[config.mk]
export PLATFORM = sky130hd
export DESIGN_NAME = multicycle_controller
export DESIGN_NICKNAME = d
export VERILOG_FILES = /design/src/rtl/multicycle_controller_pkg.sv /design/src/rtl/multicycle_controller_opcode_decoder.sv /design/src/rtl/multicycle_controller.sv
export SDC_FILE = /design/constraint.sdc
export NUM_CORES = 1
export LEC_CHECK = 0
export ABC_AREA = 1
export BUFFER_PORTS_ARGS = -buffer_cell sky130_fd_sc_hd__buf_2
export CELL_PAD_IN_SITES_DETAIL_PLACEMENT = 1
export CELL_PAD_IN_SITES_GLOBAL_PLACEMENT = 1
export CORE_MARGIN = 4
export CORE_UTILIZATION = 34
export DETAILED_ROUTE_END_ITERATION = 8
export GPL_ROUTABILITY_DRIVEN = 0
export PLACE_DENSITY = 0.83
export SLEW_MARGIN = 30
export SYNTH_ARGS = -nofsm -noshare
export SYNTH_HDL_FRONTEND = slang
export SYNTH_SLANG_ARGS = --single-unit
[constraint.sdc]
create_clock -name clock -period 1.5 [get_ports clock]
set_input_delay 0.375 -clock clock [delete_from_list [all_inputs] [get_ports clock]]
set_output_delay 0.375 -clock clock [all_outputs]
set_load 0.02 [all_outputs]
[src/rtl/multicycle_controller_pkg.sv]
// Shared encodings for the multicycle RISC controller: FSM states,
// opcode classes, opcode values, ALU operations and PC source selects.
package multicycle_controller_pkg;

   typedef enum logic [2:0] {
      S_IDLE   = 3'd0,
      S_FETCH  = 3'd1,
      S_DECODE = 3'd2,
      S_EXEC   = 3'd3,
      S_MEM    = 3'd4,
      S_WB     = 3'd5,
      S_TRAP   = 3'd6
   } state_t;

   typedef enum logic [2:0] {
      CL_R   = 3'd0,
      CL_LW  = 3'd1,
      CL_SW  = 3'd2,
      CL_BNE = 3'd3,
      CL_J   = 3'd4,
      CL_ILL = 3'd5
   } op_class_t;

   localparam logic [3:0] OP_AND = 4'd0;
   localparam logic [3:0] OP_OR  = 4'd1;
   localparam logic [3:0] OP_ADD = 4'd2;
   localparam logic [3:0] OP_SUB = 4'd6;
   localparam logic [3:0] OP_SLT = 4'd7;
   localparam logic [3:0] OP_LW  = 4'd8;
   localparam logic [3:0] OP_SW  = 4'd10;
   localparam logic [3:0] OP_BNE = 4'd14;
   localparam logic [3:0] OP_J   = 4'd15;

   localparam logic [2:0] ALU_AND = 3'd0;
   localparam logic [2:0] ALU_OR  = 3'd1;
   localparam logic [2:0] ALU_ADD = 3'd2;
   localparam logic [2:0] ALU_SUB = 3'd3;
   localparam logic [2:0] ALU_SLT = 3'd7;

   localparam logic [1:0] PC_SEQ    = 2'd0;
   localparam logic [1:0] PC_BRANCH = 2'd1;
   localparam logic [1:0] PC_JUMP   = 2'd2;

endpackage

[src/rtl/multicycle_controller_opcode_decoder.sv]
// Combinational opcode decode: instruction class, ALU operation and legality.
module multicycle_controller_opcode_decoder
   import multicycle_controller_pkg::*;
(
   input  logic [3:0] opcode,
   output op_class_t  op_class,
   output logic [2:0] alu_op,
   output logic       legal
);

   // Map each opcode to its class; anything unlisted is illegal.
   always_comb begin
      op_class = CL_ILL;
      alu_op   = ALU_AND;
      legal    = 1'b1;
      case (opcode)
         OP_AND:  begin op_class = CL_R;   alu_op = ALU_AND; end
         OP_OR:   begin op_class = CL_R;   alu_op = ALU_OR;  end
         OP_ADD:  begin op_class = CL_R;   alu_op = ALU_ADD; end
         OP_SUB:  begin op_class = CL_R;   alu_op = ALU_SUB; end
         OP_SLT:  begin op_class = CL_R;   alu_op = ALU_SLT; end
         OP_LW:   begin op_class = CL_LW;  alu_op = ALU_ADD; end
         OP_SW:   begin op_class = CL_SW;  alu_op = ALU_ADD; end
         OP_BNE:  begin op_class = CL_BNE; alu_op = ALU_SUB; end
         OP_J:    begin op_class = CL_J;   alu_op = ALU_AND; end
         default: legal = 1'b0;
      endcase
   end

endmodule

[src/rtl/multicycle_controller.sv]
// Multicycle controller for the 16-bit RISC datapath. Sequences
// FETCH/DECODE/EXEC/MEM/WB with a memory-ready handshake, traps on
// illegal opcodes and counts retired instructions.
module multicycle_controller
   import multicycle_controller_pkg::*;
#(
   parameter int RETW   = 16,
   parameter int PC_INC = 2
) (
   input  logic            clock,
   input  logic            clear,
   input  logic            run,
   input  logic [3:0]      opcode,
   input  logic            eq,
   input  logic            mem_ready,
   output logic            ir_load,
   output logic            pc_write,
   output logic [1:0]      pc_src,
   output logic [2:0]      alu_op,
   output logic            alu_src_imm,
   output logic            mem_read,
   output logic            mem_write,
   output logic            reg_write,
   output logic            wb_sel,
   output logic            busy,
   output logic            illegal,
   output logic [RETW-1:0] retired
);

   // The PC adder in the datapath owns the increment; the controller only
   // selects PC_SEQ, so no logic here depends on the step size.
   if (PC_INC != 2) begin : g_pc_inc_nonstandard
   end

   state_t          state;
   op_class_t       cls_q;
   logic [2:0]      alu_q;
   logic            ill_q;
   logic [RETW-1:0] ret_q;

   op_class_t       dec_class;
   logic [2:0]      dec_alu;
   logic            dec_legal;
   logic            retire;

   multicycle_controller_opcode_decoder u_dec (
      .opcode   (opcode),
      .op_class (dec_class),
      .alu_op   (dec_alu),
      .legal    (dec_legal)
   );

   // An instruction retires on the cycle that heads back toward FETCH.
   always_comb begin
      retire = 1'b0;
      case (state)
         S_EXEC:  retire = (cls_q == CL_BNE) || (cls_q == CL_J);
         S_MEM:   retire = (cls_q == CL_SW) && mem_ready;
         S_WB:    retire = 1'b1;
         default: retire = 1'b0;
      endcase
   end

   // State sequencing, opcode capture, trap flag and retirement counter.
   always_ff @(posedge clock or posedge clear) begin
      if (clear) begin
         state <= S_IDLE;
         cls_q <= CL_R;
         alu_q <= ALU_AND;
         ill_q <= 1'b0;
         ret_q <= '0;
      end else begin
         if (retire) ret_q <= ret_q + RETW'(1);
         case (state)
            S_IDLE:   if (run) state <= S_FETCH;
            S_FETCH:  if (mem_ready) state <= S_DECODE;
            S_DECODE: begin
               cls_q <= dec_class;
               alu_q <= dec_alu;
               if (dec_legal) state <= S_EXEC;
               else begin
                  state <= S_TRAP;
                  ill_q <= 1'b1;
               end
            end
            S_EXEC: begin
               if (cls_q == CL_R)                           state <= S_WB;
               else if (cls_q == CL_LW || cls_q == CL_SW)   state <= S_MEM;
               else                                         state <= run ? S_FETCH : S_IDLE;
            end
            S_MEM: begin
               if (mem_ready) begin
                  if (cls_q == CL_LW) state <= S_WB;
                  else                state <= run ? S_FETCH : S_IDLE;
               end
            end
            S_WB:     state <= run ? S_FETCH : S_IDLE;
            S_TRAP:   state <= S_TRAP;
            default:  state <= S_IDLE;
         endcase
      end
   end

   // Datapath controls decoded from the registered state and opcode class.
   // ALU controls stay applied through MEM/WB so the combinational ALU
   // result (address or writeback value) remains stable until retirement.
   always_comb begin
      ir_load     = 1'b0;
      pc_write    = 1'b0;
      pc_src      = PC_SEQ;
      alu_op      = ALU_AND;
      alu_src_imm = 1'b0;
      mem_read    = 1'b0;
      mem_write   = 1'b0;
      reg_write   = 1'b0;
      wb_sel      = 1'b0;
      case (state)
         S_FETCH: ir_load = mem_ready;
         S_EXEC: begin
            alu_op      = alu_q;
            alu_src_imm = (cls_q == CL_LW) || (cls_q == CL_SW);
            if (cls_q == CL_BNE) begin
               pc_write = 1'b1;
               pc_src   = eq ? PC_SEQ : PC_BRANCH;
            end
            if (cls_q == CL_J) begin
               pc_write = 1'b1;
               pc_src   = PC_JUMP;
            end
         end
         S_MEM: begin
            alu_op      = alu_q;
            alu_src_imm = 1'b1;
            mem_read    = (cls_q == CL_LW);
            mem_write   = (cls_q == CL_SW);
            pc_write    = (cls_q == CL_SW) && mem_ready;
         end
         S_WB: begin
            alu_op      = alu_q;
            alu_src_imm = (cls_q == CL_LW);
            reg_write   = 1'b1;
            wb_sel      = (cls_q == CL_LW);
            pc_write    = 1'b1;
         end
         default: ;
      endcase
   end

   assign busy    = (state != S_IDLE);
   assign illegal = ill_q;
   assign retired = ret_q;

endmodule

# Word-level counts from Yosys, hierarchy flattened

Index checks and enable logic that the tools add are counted.

Reduce and logical (&&, ||, !) cells: 14
Multiplexer cells: 27
Add/subtract/negate cells: 1
Bitwise logic cells: 1
Equality and inequality tests: 21

Operators with widths:

| operator                                                         | count |
|---|---|
| 3-bit two-way mux                                                | 8 |
| 3-bit one-hot mux with 7 select lines                            | 1 |
| 16-bit by 1-bit adder with 16-bit output (second input constant) | 1 |
| 4-bit == test (second input constant)                            | 4 |
| 3-bit one-hot mux with 5 select lines                            | 1 |
| 3-bit by 2-bit == test with 1-bit output (second input constant) | 4 |
| 3-bit == test (second input constant)                            | 4 |
| 3-bit one-hot mux with 4 select lines                            | 1 |
| 1-bit two-way mux                                                | 11 |
| 1-bit one-hot mux with 3 select lines                            | 3 |
| 9-bit OR reduction                                               | 1 |
| 4-bit by 3-bit == test with 1-bit output (second input constant) | 2 |
| 3-bit by 1-bit == test with 1-bit output (second input constant) | 2 |
| 3-bit logical NOT                                                | 2 |
| 2-bit != test (second input constant)                            | 3 |
| 3-bit OR reduction                                               | 2 |
| 5-bit OR reduction                                               | 1 |
| 4-bit by 1-bit == test with 1-bit output (second input constant) | 1 |
| 4-bit by 2-bit == test with 1-bit output (second input constant) | 1 |
| 4-bit logical NOT                                                | 1 |
| 2-bit two-way mux                                                | 2 |
| 3-bit AND reduction                                              | 1 |
| 3-bit nonzero test                                               | 1 |
| 1-bit logical OR                                                 | 2 |
| other kinds (4)                                                  | 4 |

Input port bits: 9
Output and inout port bits: 30
Flip-flop bits (word level): 26
Word-level logic and storage cells: 69

# Logic depth before layout (Yosys ltp)

Gate-level depths: netlist (run 1).

Word-level depth: 5
Mapped depth: 9
Mapped depth without buffers: 9

# By module

A second synthesis (run 1) with hierarchy kept.

Cells, all modules: 270
Area, all modules: 1781.7 um^2

Modules (own cells, without submodules):

| module                               | cells an instance | area each (um^2) | times used |
|---|---|---|---|
| multicycle_controller                | 241               | 1639.1           | 1 |
| multicycle_controller_opcode_decoder | 29                | 142.6            | 1 |

# Worst setup path before layout (run 1)

OpenSTA, ideal clock, no wires.

Kind: flip-flop to output port
Start: register state[1]
End: output port alu_src_imm
Path slack: -171 ps
Stages on the path, launching flop included: 5
Data arrival time: 1296 ps
Data required time: 1125 ps
Cell sequence: dfrtp_1 -> inv_1 -> nand3_2 -> nor2_1 -> a211o_1

Word-level cells in the longest chain between the ends: 2
Elaborated cells on any way between the ends: 4

RTL lines:

| what                                                                      | RTL line                     | text |
|---|---|---|
| from (decl)                                                               | multicycle_controller.sv:35  | `state_t state;` |
| from (signal assigned)                                                    | multicycle_controller.sv:89  | `else state <= run ? S_FETCH : S_IDLE;` |
| from (signal assigned)                                                    | multicycle_controller.sv:94  | `else state <= run ? S_FETCH : S_IDLE;` |
| from (signal assigned)                                                    | multicycle_controller.sv:97  | `S_WB: state <= run ? S_FETCH : S_IDLE;` |
| 3-bit == test or 3-bit by 2-bit == test with 1-bit output (tied branches) | multicycle_controller.sv:117 | `case (state)` |
| 1-bit one-hot mux with 3 select lines (*)                                 | multicycle_controller.sv:117 |  |
| to (decl)                                                                 | multicycle_controller.sv:20  | `output logic alu_src_imm,` |

Every way passes the cells marked *; elsewhere a longest branch is shown, timed or not.

# Worst setup path in the final report (run 1)

Same ends and word-level chain as after synthesis.

==> results.ini, run 1 <==
[synthesis]
synth_xor_xnor_area_share_pct = 4.64
muxShareOfSynthArea_pct = 0
synth-seq-cells = 26
synth_cells = 246
synthesis.nets = 256
yosys_warnings = 0
yosysSeqAreaShare_pct = 38.3
synth_fa_ha_area_share_pct = 0.737
ys_types = 25
synth-simple-area-share_pct = 38.5
synth_compound_area_share_pct = 8.33
avgSynthCellArea_um2 = 6.90
synth_top_family_by_area = simple AND/OR/NAND/NOR gates
netlist_area_mm2 = 0.00170

[worst_setup_path]
cp.required_ns = 1.12
cp.arrival_ns = 1.51
startpoint = state[1]$_DFFE_PP0P_
endpoint_kind = primary output
worst_r2r_path_depth = 12
crit_fanout = 4
cp-start-kind = flip-flop
r2r_start = state[0]$_DFFE_PP0P_
path_class = flip-flop to primary output

[timing]
setup-tns-final_ns = -3.43
min_period_over_period_pct = 126
fin_crit_ns = 1.88
rsz0062_at_grt = true
finalHoldViolations = 0
slew_headroom_pct = 75.2
hold_slack_ns = 0.142
fin_ws_ns = -0.383
worst_slew_pin_slew_ns = 0.373
max_clock_freq_mhz = 531
finClkSkew_ns = 0.00709
setup_viol = 17
drv_slew = 0

[floorplanning]
fp.coreArea_mm2 = 0.00479
die_h_um = 78.7
start_util_pct = 35.5
ios = 39
fp-row-count = 25
die_x_um = 78.7
die-area_mm2 = 0.00619

[outcome]
violations = negative setup slack
status = finished, violations left

[clock_tree]
clk_latency_ns = 0.28
cts_buffers = 3
cts.clk_slew.worst_paths_ns = 0.10
cts_tree = built
htreeDepth = 1
holdBufCountCts = 0
cts.sinks = 26
root_buffer = clkbuf_8
clock_path_buffers = 2

[grt]
grt.met1_usage_pct = 19.7
overflow = 0
grt_pass1_vias = 2092
grt_usage_pct = 19.1
grt_use_met3_pct = 3.56
antenna_found_initial = 0
grt_pass1_wl_um = 9440
grt_start_max_net_pins = 27
top_usage_layer = met2
use_met2_pct = 37.9

[routing]
drtPass1Iterations = 4
drt_iter0_drc = 83
vias = 1985
wl_um = 6390
drc = 0
vias_per_cell = 5.08
wl_per_cell_um = 16.3
ant_nets = 0

[final_layout]
final_util_pct = 53.8
final_common_cell = nand2_1
final_cell_mix = 69 x nand2_1, 32 x buf_4, 27 x inv_1
fin_cells = 391
diodes = 0
multi_input_area_mm2 = 0.00105
syn_to_final_growth_pct = 51.6
nets = 335
final_layout_size_suffix_gt1_share_pct = 40.7
register_area_um2 = 661
nFillCells = 613

[placement]
io_buffers = 38
dp_hpwl_um = 3850
placedCellCount = 370

[worst_hold_path]
hold_class = input pin to async pin

[power]
power_mw = 3.90
p_leak_nw = 1.28
vdd_drop_max_uv = 761
p_per_area_mw_per_mm2 = 1520

[job]
cap_viol_max_count = 0

## worst max-delay path, cell delays in order, from the launching register on
cell,delay (ns)
dfrtp_2,0.47
nand2_2,0.11
nor2_4,0.06
buf_6,0.12
a211o_1,0.31
buf_6,0.14
## area by class of cell
cell class                 instances  share of cell area (%)
tap                               67                    3.26
sequential                        26                    25.7
inverter                          37                    5.59
timing repair buffer              76                    22.6
clock buffer                       4                    2.14
multi-input combinational        181                    40.7
## Yosys cell counts
cell type	number	area share (%)
xnor2_1	1	0.52
buf_6	2	1.3
ha_1	1	0.74
a21boi_0	1	0.44
nand3_2	1	0.59
a211o_1	1	0.52
o21a_1	2	0.88
a21oi_1	6	1.8
or2_2	1	0.37
nand4_1	10	3.7
o21ai_1	10	2.9
dfrtp_1	26	38
inv_1	37	8.2
o21ai_0	3	0.88
a22oi_1	2	0.88
nand3_4	1	1.0
nor2_4	1	0.66
nand3_1	19	5.6
nand2_4	1	0.66
nand2_2	2	0.74
nor2_1	26	5.7
nor3_1	7	2.1
nor2_2	2	0.74
nand2_1	75	17
xor2_1	8	4.1
## state kept, by name (all words and copies together), names as in the netlist
signal   count
illegal      1
cls_q        3
state        3
retired     16
alu_q        3
## final timing paths
| check | end | slack, ns |
|---|---|---|
| max | alu_src_imm | -0.38 |
| min | illegal$_DFFE_PP0P_ | 0.14 |
| max reg2reg | state[0]$_DFFE_PP0P_ | -0.14 |
| min reg2reg | illegal$_DFFE_PP0P_ | 0.48 |
| max in group asynchronous | retired[4]$_DFFE_PP0P_ | 1.06 |
| min in group clock | cls_q[2]$_DFFE_PP0P_ | 0.39 |
## timing repair
item | CTS | global route
pin swaps | 12 | 14
resized for setup | 38 | 48
setup endpoints to repair | 26 | 37
hold endpoints to repair | 0 | 0
buffers inserted | 10 | 9
## cells by family (layout without fill, tap and decap cells)
| group | Yosys count | count (layout) |
|---|---|---|
| adder cells (fa/ha/maj) | 1 | 1 |
| AND/OR/NAND/NOR | 146 | 146 |
| flip-flops | 26 | 26 |
| buffers and inverters | 39 | 117 |
| XOR/XNOR | 9 | 9 |
| AO/OA/AOI/OAI | 25 | 25 |
## per-layer routing
metal,up-vias,share of wire (%)
li1,943,-
met1,980,38
met2,48,57
met3,14,3.1
met4,0,2.6
met5,-,0
## stage by stage
step | worst slack, ns | cell area, um2
2_1_floorplan | -0.0739 | 1710
3_3_place_gp | -0.0338 | 2110
3_5_place_dp | -0.110 | 2110
4_1_cts | -0.318 | 2360
5_1_grt | -0.420 | 2570
6_report | -0.383 | 2570
## where the power goes
| part | switching (mW) | internal, mW | total, mW |
|---|---|---|---|
| Clock | 0.254 | 0.236 | 0.489 |
| Sequential | 0.229 | 0.877 | 1.11 |
| Combinational | 1.27 | 1.04 | 2.31 |
| Total | 1.75 | 2.15 | 3.90 |
Note: power is estimated with default switching activity, not from simulation.
==> inputs of run 2 (changes only) <==
--- a/config.mk
+++ b/config.mk
@@ -5,15 +5,15 @@
 export SDC_FILE = /design/constraint.sdc
 export NUM_CORES = 1
 export LEC_CHECK = 0
-export ABC_AREA = 1
 export BUFFER_PORTS_ARGS = -buffer_cell sky130_fd_sc_hd__buf_2
 export CELL_PAD_IN_SITES_DETAIL_PLACEMENT = 1
 export CELL_PAD_IN_SITES_GLOBAL_PLACEMENT = 1
+export CORE_ASPECT_RATIO = 1.1
 export CORE_MARGIN = 4
-export CORE_UTILIZATION = 34
+export CORE_UTILIZATION = 35
 export DETAILED_ROUTE_END_ITERATION = 8
 export GPL_ROUTABILITY_DRIVEN = 0
-export PLACE_DENSITY = 0.83
+export PLACE_DENSITY = 0.82
 export SLEW_MARGIN = 30
 export SYNTH_ARGS = -nofsm -noshare
 export SYNTH_HDL_FRONTEND = slang
==> run 2 against run 1 <==
  * The run still ends with negative setup slack left
  * Non-clock buffer count is 25 higher
  * Largest cell class unchanged
  * Sequential cell count stayed put
  * Wire length is 12% higher
  * Die area is 12% lower
  * Setup slack worse by 0.35 ns
  * Critical path depth stayed put
  * Largest power group unchanged
==> results.ini, run 2 <==
[power]
p_switching_mw = 2.20
p_per_area_mw_per_mm2 = 1810
power_mw = 4.86
internal-power_mw = 2.66
power_frac_comb_pct = 67.8
seqPwrFrac_pct = 22.3
vdd_drop_max_uv = 898
netSwitchingFraction_pct = 45.3
p_clk_share_pct = 9.9
p_leak_nw = 1.37

[final_layout]
syn_to_final_growth_pct = 77.1
final_cell_mix = 46 x buf_4, 26 x dfrtp_1, 26 x buf_2, 26 x buf_6, 10 x nor2_1
nFillCells = 452
fin_cells = 312
largest_reg_flops = 16
diodes = 0
nets = 271
final_layout_size_suffix_gt1_share_pct = 56.2
final_common_cell = buf_4

[synthesis]
synth_top_area_share_pct = 42.9
synth_most_common_cell = dfrtp_1
netlist_area_mm2 = 0.00152
synth_fa_ha_area_share_pct = 0.826
synth_common_cells = 26 x dfrtp_1, 14 x nor2_1, 13 x nand2_1
yosys_warnings = 0
synth_top_family_by_area = simple AND/OR/NAND/NOR gates
avgSynthCellArea_um2 = 9.41
muxShareOfSynthArea_pct = 1.40
synthesis.nets = 171
synth_area_leaders = dfrtp_1 43%, xnor2_1 5.2%, xor2_1 4.0%
yosysTopAreaCell = dfrtp_1
ys_types = 42
synth_async_sr_flop_share_pct = 100
synth-edff-count = 0
synth_cells = 161
yosysSeqAreaShare_pct = 42.9
ys.flop_type = dfrtp_1
synth_compound_area_share_pct = 13.8
synth-simple-area-share_pct = 26.9
synth_xor_xnor_area_share_pct = 9.25
synth-seq-cells = 26

[worst_setup_path]
cp_slowest_cell = or4b_4
crit_buf_inv = 2
path_class = flip-flop to primary output
max_stage_delay_ns = 0.59
endpoint_kind = primary output
cp.arrival_ns = 1.86
worstReg2RegEnd = retired[15]$_DFFE_PP0P_
path_cells = or4b_4, nor4_4, a211oi_4, inv_4, buf_4
worst_r2r_path_depth = 7
cp.required_ns = 1.12
crit_fanout = 2
reg2reg_slack_ns = -0.70
cpLargestDelayFamily = simple AND/OR/NAND/NOR gates
cp-start-kind = flip-flop
r2r_start = state[1]$_DFFE_PP0P_

[clock_tree]
clock_path_buffers = 2
root_buffer = clkbuf_8
cts_tree = built
htreeDepth = 1
holdBufCountCts = 0
cts_buffers = 3
cts.sinks = 26
clk_latency_ns = 0.29
cts.clk_slew.worst_paths_ns = 0.09

[timing]
finClkSkew_ns = 0.00468
max_clock_freq_mhz = 448
fin_ws_ns = -0.730
drv_slew = 0
worst_slew_pin_slew_ns = 0.446
fin_crit_ns = 2.23
finalHoldViolations = 0
setup-tns-final_ns = -18.37
setup_viol = 37
min_period_over_period_pct = 149
hold_slack_ns = 0.122
slew_headroom_pct = 70.2
rsz0062_at_grt = true

[grt]
grt_usage_pct = 23.7
overflow = 0
grt_pass1_vias = 1878
grt_start_max_net_pins = 27
antenna_found_initial = 0
grt_pass1_wl_um = 9910

[placement]
place_ws_ns = -0.426
placedCellCount = 294
dp_hpwl_um = 3790
io_buffers = 38

[routing]
ant_nets = 0
drt_iter0_drc = 58
wl_um = 7130
vias_per_cell = 5.54
drc = 0
drtPass1Iterations = 4
wl_per_cell_um = 22.8
vias = 1730

[floorplanning]
die_x_um = 70.7
fp-row-count = 24
start_util_pct = 37.1
die-area_mm2 = 0.00545
fp.coreArea_mm2 = 0.00408
ios = 39
die_h_um = 77.0

[outcome]
violations = negative setup slack
status = finished, violations left

[worst_hold_path]
hold_class = input pin to async pin

[job]
cap_viol_max_count = 0

[run 2: cell types whose count changed after synthesis, sizes merged, moves of 8 or more]
cell,previous run,this run
nand2,78,13
nor2,29,14
nand3,21,4
xnor2,1,9
inv,37,11
[run 2: worst max-delay path by stage]
stage	cells past startpoint	slack, ns	to	start
2_1_floorplan	7	-0.35	retired[4]$_DFFE_PP0P_	cls_q[2]$_DFFE_PP0P_
3_3_place_gp	5	-0.36	pc_write	state[1]$_DFFE_PP0P_
3_5_place_dp	7	-0.43	retired[9]$_DFFE_PP0P_	state[1]$_DFFE_PP0P_
4_1_cts	5	-0.62	pc_write	state[1]$_DFFE_PP0P_
5_1_grt	7	-0.78	retired[15]$_DFFE_PP0P_	state[1]$_DFFE_PP0P_
6_report	5	-0.73	pc_write	state[1]$_DFFE_PP0P_
[run 2: power by group through the flow]
stage / logic, mW / clock network, mW / registers (mW)
6_report: 3.29 / 0.481 / 1.08
5_1_grt: 3.47 / 0.531 / 1.11
4_1_cts: 2.64 / 0.473 / 1.05
3_5_place_dp: 2.07 / 0 / 1.05
3_3_place_gp: 1.99 / 0 / 1.04
2_1_floorplan: 1.03 / 0 / 1.11
[run 2: layer usage]
metal | part of all wire, % | GRT usage, %
met5 | 0 | 0
met3 | 4.5 | 5.10
met4 | 4.9 | 11.3
met1 | 35 | 24.3
met2 | 55 | 44.3
[run 2: tightest hold or removal path, cell delays in order]
cell	delay, ns
buf_2	0.09
inv_1	0.04
buf_4	0.31
[run 2: metrics by stage]
stage | utilization [%] | area [um2]
global placement | 51.9 | 2120
detailed placement | 51.9 | 2120
CTS | 60.3 | 2460
finish | 65.7 | 2680
global route | 65.7 | 2680
floorplan | - | 1530
[run 2: final cells by class]
cell class,instances,area (um2),area share [%]
well taps,52,65.1,2.42
inverters,11,43.8,1.63
multi-input cells,118,1050,39.2
flip-flops and latches,26,651,24.2
clock buffers,4,55.1,2.05
repair buffers,101,818,30.5
[run 2: kinds of logic after synthesis]
| family | count (synthesis) |
|---|---|
| AND/OR/NAND/NOR | 68 |
| buffers and inverters | 17 |
| multiplexers | 2 |
| adder cells (fa/ha/maj) | 1 |
| flip-flops | 26 |
| XOR/XNOR | 16 |
| AO/OA/AOI/OAI | 31 |
[run 2: repair_timing]
item                                    in CTS  in global routing
endpoints found under the setup margin      36                 37
buffers inserted                             7                 12
pin swaps                                   27                 12
resized for setup                           60                 40
gates cloned                                 0                  0
